<file path="config.mk">
export PLATFORM = sky130hd
export DESIGN_NAME = alu_control_seq
export DESIGN_NICKNAME = d
export VERILOG_FILES = /design/src/rtl/alu_control_seq.sv
export SDC_FILE = /design/constraint.sdc
export NUM_CORES = 1
export LEC_CHECK = 0
export ABC_AREA = 1
export CELL_PAD_IN_SITES_DETAIL_PLACEMENT = 1
export CELL_PAD_IN_SITES_GLOBAL_PLACEMENT = 1
export CORE_ASPECT_RATIO = 1.75
export CORE_MARGIN = 3
export CORE_UTILIZATION = 31
export CTS_CLUSTER_SIZE = 40
export DETAILED_ROUTE_END_ITERATION = 12
export PLACE_DENSITY_LB_ADDON = 0.1
export SYNTH_ARGS = -nofsm -noshare
export SYNTH_HDL_FRONTEND = slang
export SYNTH_SLANG_ARGS = --single-unit
</file>
<file path="constraint.sdc">
create_clock -name clk -period 1.35 [get_ports clk]
set_input_delay 0.27 -clock clk [delete_from_list [all_inputs] [get_ports clk]]
set_output_delay 0.27 -clock clk [all_outputs]
set_load 0.01 [all_outputs]
</file>
<file path="src/rtl/alu_control_seq.sv">
// ---------------------------------------------------------------------------
// alu_control_seq
//
// Registered, handshaked ALU control decoder. Decodes a 3-bit ALU op plus a
// 6-bit funct field into an ALU control code and hands it to the datapath
// through a valid/ready pair. Multiply and divide are held in an iteration
// phase for MC_CYCLES cycles, strobing iter_en, before the code is presented.
//
// Parameters:
//   CTRL_W    width of ctrl_out (>= 5); codes are zero-extended, the illegal
//             code is all ones
//   MC_CYCLES iteration cycles for mult/div (>= 2)
//   CNT_W     width of iter_cnt (2**CNT_W > MC_CYCLES)
//
// Ports:
//   clk, rst          clock, asynchronous active-high reset
//   in_valid/in_ready input handshake carrying alu_op and funct
//   alu_op, funct     instruction fields from the main control unit
//   out_valid/out_ready output handshake carrying the decode
//   ctrl_out          decoded ALU control code
//   multi_cycle       decode is mult or div
//   iter_en, iter_cnt iteration strobe and remaining-iteration count
//   illegal           decode is unsupported (qualified by out_valid)
// ---------------------------------------------------------------------------
module alu_control_seq #(
    parameter int CTRL_W    = 5,
    parameter int MC_CYCLES = 4,
    parameter int CNT_W     = 3
) (
    input  logic              clk,
    input  logic              rst,
    input  logic              in_valid,
    output logic              in_ready,
    input  logic [2:0]        alu_op,
    input  logic [5:0]        funct,
    output logic              out_valid,
    input  logic              out_ready,
    output logic [CTRL_W-1:0] ctrl_out,
    output logic              multi_cycle,
    output logic              iter_en,
    output logic [CNT_W-1:0]  iter_cnt,
    output logic              illegal
);

    typedef enum logic [1:0] {
        IDLE = 2'd0,
        ITER = 2'd1,
        OUT  = 2'd2
    } state_t;

    localparam logic [4:0] CODE_ADD  = 5'b00001;
    localparam logic [4:0] CODE_SUB  = 5'b00010;
    localparam logic [4:0] CODE_AND  = 5'b00011;
    localparam logic [4:0] CODE_OR   = 5'b00100;
    localparam logic [4:0] CODE_SLT  = 5'b00101;
    localparam logic [4:0] CODE_SLL  = 5'b00110;
    localparam logic [4:0] CODE_SRL  = 5'b00111;
    localparam logic [4:0] CODE_MULT = 5'b01000;
    localparam logic [4:0] CODE_DIV  = 5'b01001;

    localparam logic [CNT_W-1:0] CNT_LOAD = CNT_W'(MC_CYCLES);
    localparam logic [CNT_W-1:0] CNT_ONE  = CNT_W'(1);

    state_t             state, state_next;
    logic [CTRL_W-1:0]  ctrl_reg, ctrl_next;
    logic               mc_reg, mc_next;
    logic               ill_reg, ill_next;
    logic [CNT_W-1:0]   cnt_reg, cnt_next;

    logic [4:0]         dec_code;
    logic               dec_mc;
    logic               dec_ill;
    logic [CTRL_W-1:0]  dec_ctrl;
    logic               accept;

    // Pure decode of the current input fields; only used on an accept.
    always_comb begin
        dec_code = 5'b00000;
        dec_mc   = 1'b0;
        dec_ill  = 1'b0;
        case (alu_op)
            3'b000: dec_code = CODE_ADD;
            3'b001: dec_code = CODE_SUB;
            3'b011: dec_code = CODE_AND;
            3'b100: dec_code = CODE_OR;
            3'b101: dec_code = CODE_SLT;
            3'b010: begin
                case (funct)
                    6'b100000: dec_code = CODE_ADD;
                    6'b100010: dec_code = CODE_SUB;
                    6'b100100: dec_code = CODE_AND;
                    6'b100101: dec_code = CODE_OR;
                    6'b101010: dec_code = CODE_SLT;
                    6'b000000: dec_code = CODE_SLL;
                    6'b000010: dec_code = CODE_SRL;
                    6'b011000: begin
                        dec_code = CODE_MULT;
                        dec_mc   = 1'b1;
                    end
                    6'b011010: begin
                        dec_code = CODE_DIV;
                        dec_mc   = 1'b1;
                    end
                    default: dec_ill = 1'b1;
                endcase
            end
            default: dec_ill = 1'b1;
        endcase
    end

    // Illegal decodes present all ones regardless of CTRL_W.
    assign dec_ctrl = dec_ill ? {CTRL_W{1'b1}} : CTRL_W'(dec_code);

    // in_ready looks through to out_ready in OUT so a result can be retired
    // and replaced in the same cycle.
    assign in_ready = (state == IDLE) || ((state == OUT) && out_ready);
    assign accept   = in_valid && in_ready;

    always_comb begin
        state_next = state;
        ctrl_next  = ctrl_reg;
        mc_next    = mc_reg;
        ill_next   = ill_reg;
        cnt_next   = cnt_reg;
        case (state)
            IDLE, OUT: begin
                if (accept) begin
                    ctrl_next = dec_ctrl;
                    mc_next   = dec_mc;
                    ill_next  = dec_ill;
                    if (dec_mc) begin
                        state_next = ITER;
                        cnt_next   = CNT_LOAD;
                    end else begin
                        state_next = OUT;
                        cnt_next   = '0;
                    end
                end else if ((state == OUT) && out_ready) begin
                    state_next = IDLE;
                end
            end
            ITER: begin
                // The count reaches zero exactly as the result is presented.
                if (cnt_reg == CNT_ONE) begin
                    state_next = OUT;
                    cnt_next   = '0;
                end else begin
                    cnt_next = cnt_reg - CNT_ONE;
                end
            end
            default: begin
                state_next = IDLE;
                cnt_next   = '0;
            end
        endcase
    end

    always_ff @(posedge clk or posedge rst) begin
        if (rst) begin
            state    <= IDLE;
            ctrl_reg <= '0;
            mc_reg   <= 1'b0;
            ill_reg  <= 1'b0;
            cnt_reg  <= '0;
        end else begin
            state    <= state_next;
            ctrl_reg <= ctrl_next;
            mc_reg   <= mc_next;
            ill_reg  <= ill_next;
            cnt_reg  <= cnt_next;
        end
    end

    assign out_valid   = (state == OUT);
    assign iter_en     = (state == ITER);
    assign iter_cnt    = cnt_reg;
    assign ctrl_out    = ctrl_reg;
    assign multi_cycle = mc_reg;
    assign illegal     = ill_reg;

endmodule

</file>
# After elaboration in Yosys (flattened, before gate mapping)
# Cells that the tools add are included.
[op_classes]
n_reduce_logical = 12
eq_ne = 19
n_addsub = 1
n_mux = 16
[ops]
columns = ["operator", "count"]
rows = [
  ["4-bit one-hot mux with 9 select lines", 1],
  ["6-bit == test, second input constant", 5],
  ["4-bit one-hot mux with 6 select lines", 1],
  ["6-bit by 5-bit == test with 1-bit output, second input constant", 2],
  ["3-bit 2-to-1 mux", 3],
  ["9-bit OR reduction", 1],
  ["2-bit 2-to-1 mux", 4],
  ["3-bit by 1-bit == test with 1-bit output, second input constant", 2],
  ["3-bit by 2-bit == test with 1-bit output, second input constant", 2],
  ["3-bit == test, second input constant", 2],
  ["6-bit by 2-bit == test with 1-bit output, second input constant", 1],
  ["6-bit zero test", 1],
  ["3-bit one-hot mux with 2 select lines", 1],
  ["5-bit 2-to-1 mux", 1],
  ["5-bit OR reduction", 1],
  ["2-bit one-hot mux with 2 select lines", 1],
  ["2-bit AND reduction", 2],
  ["2-bit OR reduction", 2],
  ["3-bit zero test", 1],
  ["1-bit 2-to-1 mux", 3],
  ["3-bit != test, second input constant", 1],
  ["3-bit by 1-bit subtractor with 3-bit output, second input constant", 1],
  ["2-bit by 1-bit == test with 1-bit output, second input constant", 1],
  ["2-bit == test, second input constant", 1],
  ["other kinds (6)", 7],
]
[totals]
out_inout_bits = 13
ff_bits = 12
elab_cells = 53

# Logic depth before layout (Yosys ltp)
[depth]
ltp_word = 7
depth_mapped = 10
mapped_depth_nobuf = 10

# Worst setup path after synthesis
# OpenSTA, ideal clock, no wires.
[synth_timing]
kind = "register to register"
startpoint = "register state[1]"
endpoint = "register ctrl_reg[2] (netlist: ctrl_out[2])"
synth_period_minus_slack_ns = 1.233
n_path_buf = 0
path_stages_with_launch = 9
path_slack_ns = 0.117
setup_time_ns = 0.120
t_required_ns = 1.230
arrival_ns = 1.113
cell_sequence = "dfrtp_1 -> inv_2 -> nor2_2 -> nor2_2 -> nand2_4 -> nor2_1 -> nand3_1 -> o21ai_0 -> inv_1"
[synth_between]
elab_chain_len = 5
elab_cells_between_ends = 7
classes_between = "eq/ne: 1; reduce/logical: 6"
[synth_lines]
columns = ["item", "line_no", "text"]
rows = [
  ["start, declared", "64", "state_t state, state_next;"],
  ["start signal, assigned", "166", "state <= state_next;"],
  ["2-bit == test", "116", "assign in_ready = (state == IDLE) || ((state == OUT) && out_ready);"],
  ["1-bit logical AND", "116", ""],
  ["1-bit logical OR (*)", "116", ""],
  ["named net in_ready", "33", "output logic in_ready,"],
  ["1-bit logical AND (*)", "117", "assign accept = in_valid && in_ready;"],
  ["2-bit AND reduction (no line) (*)", "-", ""],
  ["end signal, assigned", "167", "ctrl_reg <= ctrl_next;"],
  ["end, declared", "65", "logic [CTRL_W-1:0] ctrl_reg, ctrl_next;"],
]
# The timed path passes the listed nets; every way through them passes the cells marked *.
# A chain may end at the register's enable or synchronous reset.

# Final worst setup path
[layout_timing]
startpoint = "register state[0]"
endpoint = "register ctrl_reg[3] (netlist: ctrl_out[3])"
[layout_between]
elab_chain_len = 5
elab_cells_between_ends = 7
classes_between = "eq/ne: 1; reduce/logical: 6"
[layout_lines]
columns = ["item", "line_no"]
rows = [
  ["2-bit == test", "116, 125"],
  ["1-bit logical AND", "116"],
  ["1-bit logical OR", "116"],
  ["1-bit logical AND", "117"],
  ["2-bit AND reduction (no line) (*)", "-"],
]
# Every way passes the cells marked *; elsewhere a longest branch is shown, timed or not.

==> impl_metrics.csv <==
group,metric,value,unit
floorplan,die_y,73.3,um
synth,post_synth.cell_area_avg,6.91,um2
critical_path,regToRegSetupSlack,0.03,ns
critical_path,worstPathRequired,1.48,ns
cts,cts_max_level,1,
cts,clk_latency,0.24,ns
timing,fin_crit,1.32,ns
critical_path,reg2reg_from,"state[0]",
floorplan,rows,23,
critical_path,r2r_cells,7,
synth,synth-simple-area-share,42.9,%
grt,first_global_vias,1059,
critical_path,worstSetupStartpointType,"flip-flop",
pwr,ir_worst_vdd,0.000335,V
critical_path,endpoint_kind,"flip-flop",
critical_path,crit_path_start,"state[0]",
routing,dr.pass1.iters,3,
synth,synth-xor-area-share,1.09,%
place,dpl_worst_slack,-0.406,ns
floorplan,initial_core_util,33.6,%
synth,synth_top_family_by_area,"simple AND/OR/NAND/NOR gates",
finish,fillers,299,
job,cap_violations,0,
timing,hold_viol_final,0,
timing,slew_viol_final,0,
synth,synth_nets,131,
synth,synth-compound-area-share,7.80,%
cts,cts_buffers,3,
timing,skew,0.000430,ns
grt,grt_pass1_wl,4.45,mm
finish,diodes,0,
timing,relSlewSlack,69.1,%
critical_path,crit_type,"flip-flop to flip-flop",
grt,grt_max_degree,12,
timing,whs,0.337,ns
routing,drt_iter0_drc,12,
finish,final_cells,191,
routing,routed_wl,2.58,mm
grt,groute.usage.overall,18.3,%
cts,cts.sink_count,11,
cts,cts_tree,"done",
place,dp_hpwl,1.95,mm
run_status,status,"complete, no violations",
timing,rsz0062_at_grt,"true",
synth,synth_top_area_share,34.3,%
synth,ys_ff_latch,11,
synth,seq_area_frac_synth,34.3,%
critical_path,cp_max_fo,7,
floorplan,ios,26,
synth,synthAdderAreaFrac,3.12,%
finish,utilization,55.7,%
routing,ant_nets,0,
finish,final_cell_mix,"23 x nand2_1, 20 x buf_4, 17 x inv_1, 16 x dlygate4sd2_1, 15 x nand3_1",
finish,nets,182,
cts,ctsLongestPathBuffers,2,
floorplan,core,2390,um2
synth,synth_area_leader_cell,"dfrtp_1",
place,place_inst,182,
critical_path,worstPathArrival,1.45,ns
synth,synthMuxAreaShare,0,%
finish,area_delta_synth_final,66.0,%
routing,num_vias,953,
synth,yosys_warnings,0,
synth,synth.area.top_cells,"dfrtp_1 34%, nand2_1 11%, nand3_1 10%",
timing,finalCritPeriodShare,97.7,%
grt,overflow,0,
synth,synthesis.area,802,um2
routing,drc,0,
timing,setup_viol,0,
floorplan,dieArea,3260,um2
grt,antenna_found_initial,0,
floorplan,dieWidth,44.5,um
routing,wl_per_cell,13.5,um
routing,viasPerCell,4.99,
timing,tightest_slew,0.463,ns
place,place_congestion,0.825,
pwr,powerDensity,883,nW/um2
cts,root_buffer,"clkbuf_8",
cts,clk_pin_slew_worst_paths,0.05,ns
finish,layout_commonest_cell,"nand2_1",
place,port_buffers,25,
worst_hold_path,hp-class,"primary input to async pin",
finish,drive_gt1_share,31.3,%
synth,post_synth_num_cell_types,22,
pwr,leakagePower,0.000713,uW
timing,fin_ws,0.0308,ns
critical_path,rr_endpoint,"ctrl_out[3]",
synth,synth_cells,116,
timing,fmax,0.758,GHz
==> cells in the mapped netlist <==
master	n
nand2_1	24
inv_1	18
nand3_1	16
nor2_1	15
dfrtp_1	11
nor2_2	7
o21ai_0	4
inv_2	3
nand3_2	3
a21oi_1	2
ha_1	2
a31oi_1	1
buf_4	1
nand2_4	1
nand4_1	1
nor2_4	1
o21ai_1	1
o22ai_2	1
o32ai_1	1
or2_1	1
or2_4	1
xnor2_1	1
==> cell type report <==
type,instances,area (um2),share of cell area (%)
Inverter,21,81.3,6.11
Timing Repair Buffer,47,390,29.3
Clock buffer,4,45.0,3.38
Tap cell,25,31.3,2.35
Sequential cell,11,275,20.7
Multi-Input combinational cell,83,508,38.2
==> worst max-delay path: stages (launching register included) <==
cell	delay [ns]
dfrtp_1	0.40
buf_4	0.15
nor2_4	0.11
buf_6	0.12
nand2_8	0.07
buf_4	0.15
a21oi_2	0.13
nand2_1	0.07
==> power breakdown <==
group / leakage, uW / total [uW] / switching (uW) / internal, uW
registers: 0.000140 / 399 / 28.9 / 370
logic: 0.000550 / 430 / 224 / 205
clock network: 0.0000228 / 347 / 138 / 209
==> sequential cells by signal (all words and copies together), names as in the netlist <==
signal,cells
iter_cnt,3
ctrl_out,5
multi_cycle,1
state,2
==> logic make-up (layout without fill, tap and decap cells) <==
group | after synthesis | after routing
AO/OA/AOI/OAI | 10 | 10
XOR/XNOR | 1 | 1
adder cells (fa/ha/maj) | 2 | 2
buffers and inverters | 22 | 72
flip-flops | 11 | 11
AND/OR/NAND/NOR | 70 | 70
==> stage by stage <==
stage	setup TNS (ns)	area, um2	power (uW)
finish	0	1330	1180
global route	-0.130	1330	1250
CTS	0	1280	1150
detailed placement	-3.87	1200	819
global placement	-3.45	1200	806
floorplan	0	802	576
==> routing by layer <==
metal	share of wire (%)	wire length [um]	global-route usage, %
met5	0	0	0
met4	4.1	105	9.40
met3	3.1	81	1.47
met2	58	1510	38.0
met1	34	885	16.0
==> how the worst max path moves through the flow <==
stage                              to  slack, ns
after floorplan           ctrl_out[2]       0.12
after global placement       state[1]      -0.37
after detailed placement     state[1]      -0.41
after CTS                 ctrl_out[3]      0.002
after global routing      ctrl_out[3]      -0.07
final                     ctrl_out[3]       0.03
==> repair_timing <==
action,CTS,global route
buffers inserted,4,1
gates resized for setup,33,18
setup endpoints to repair,22,10
hold buffers,0,0
pin swaps,4,2
Power figures use the tool's default switching activity.
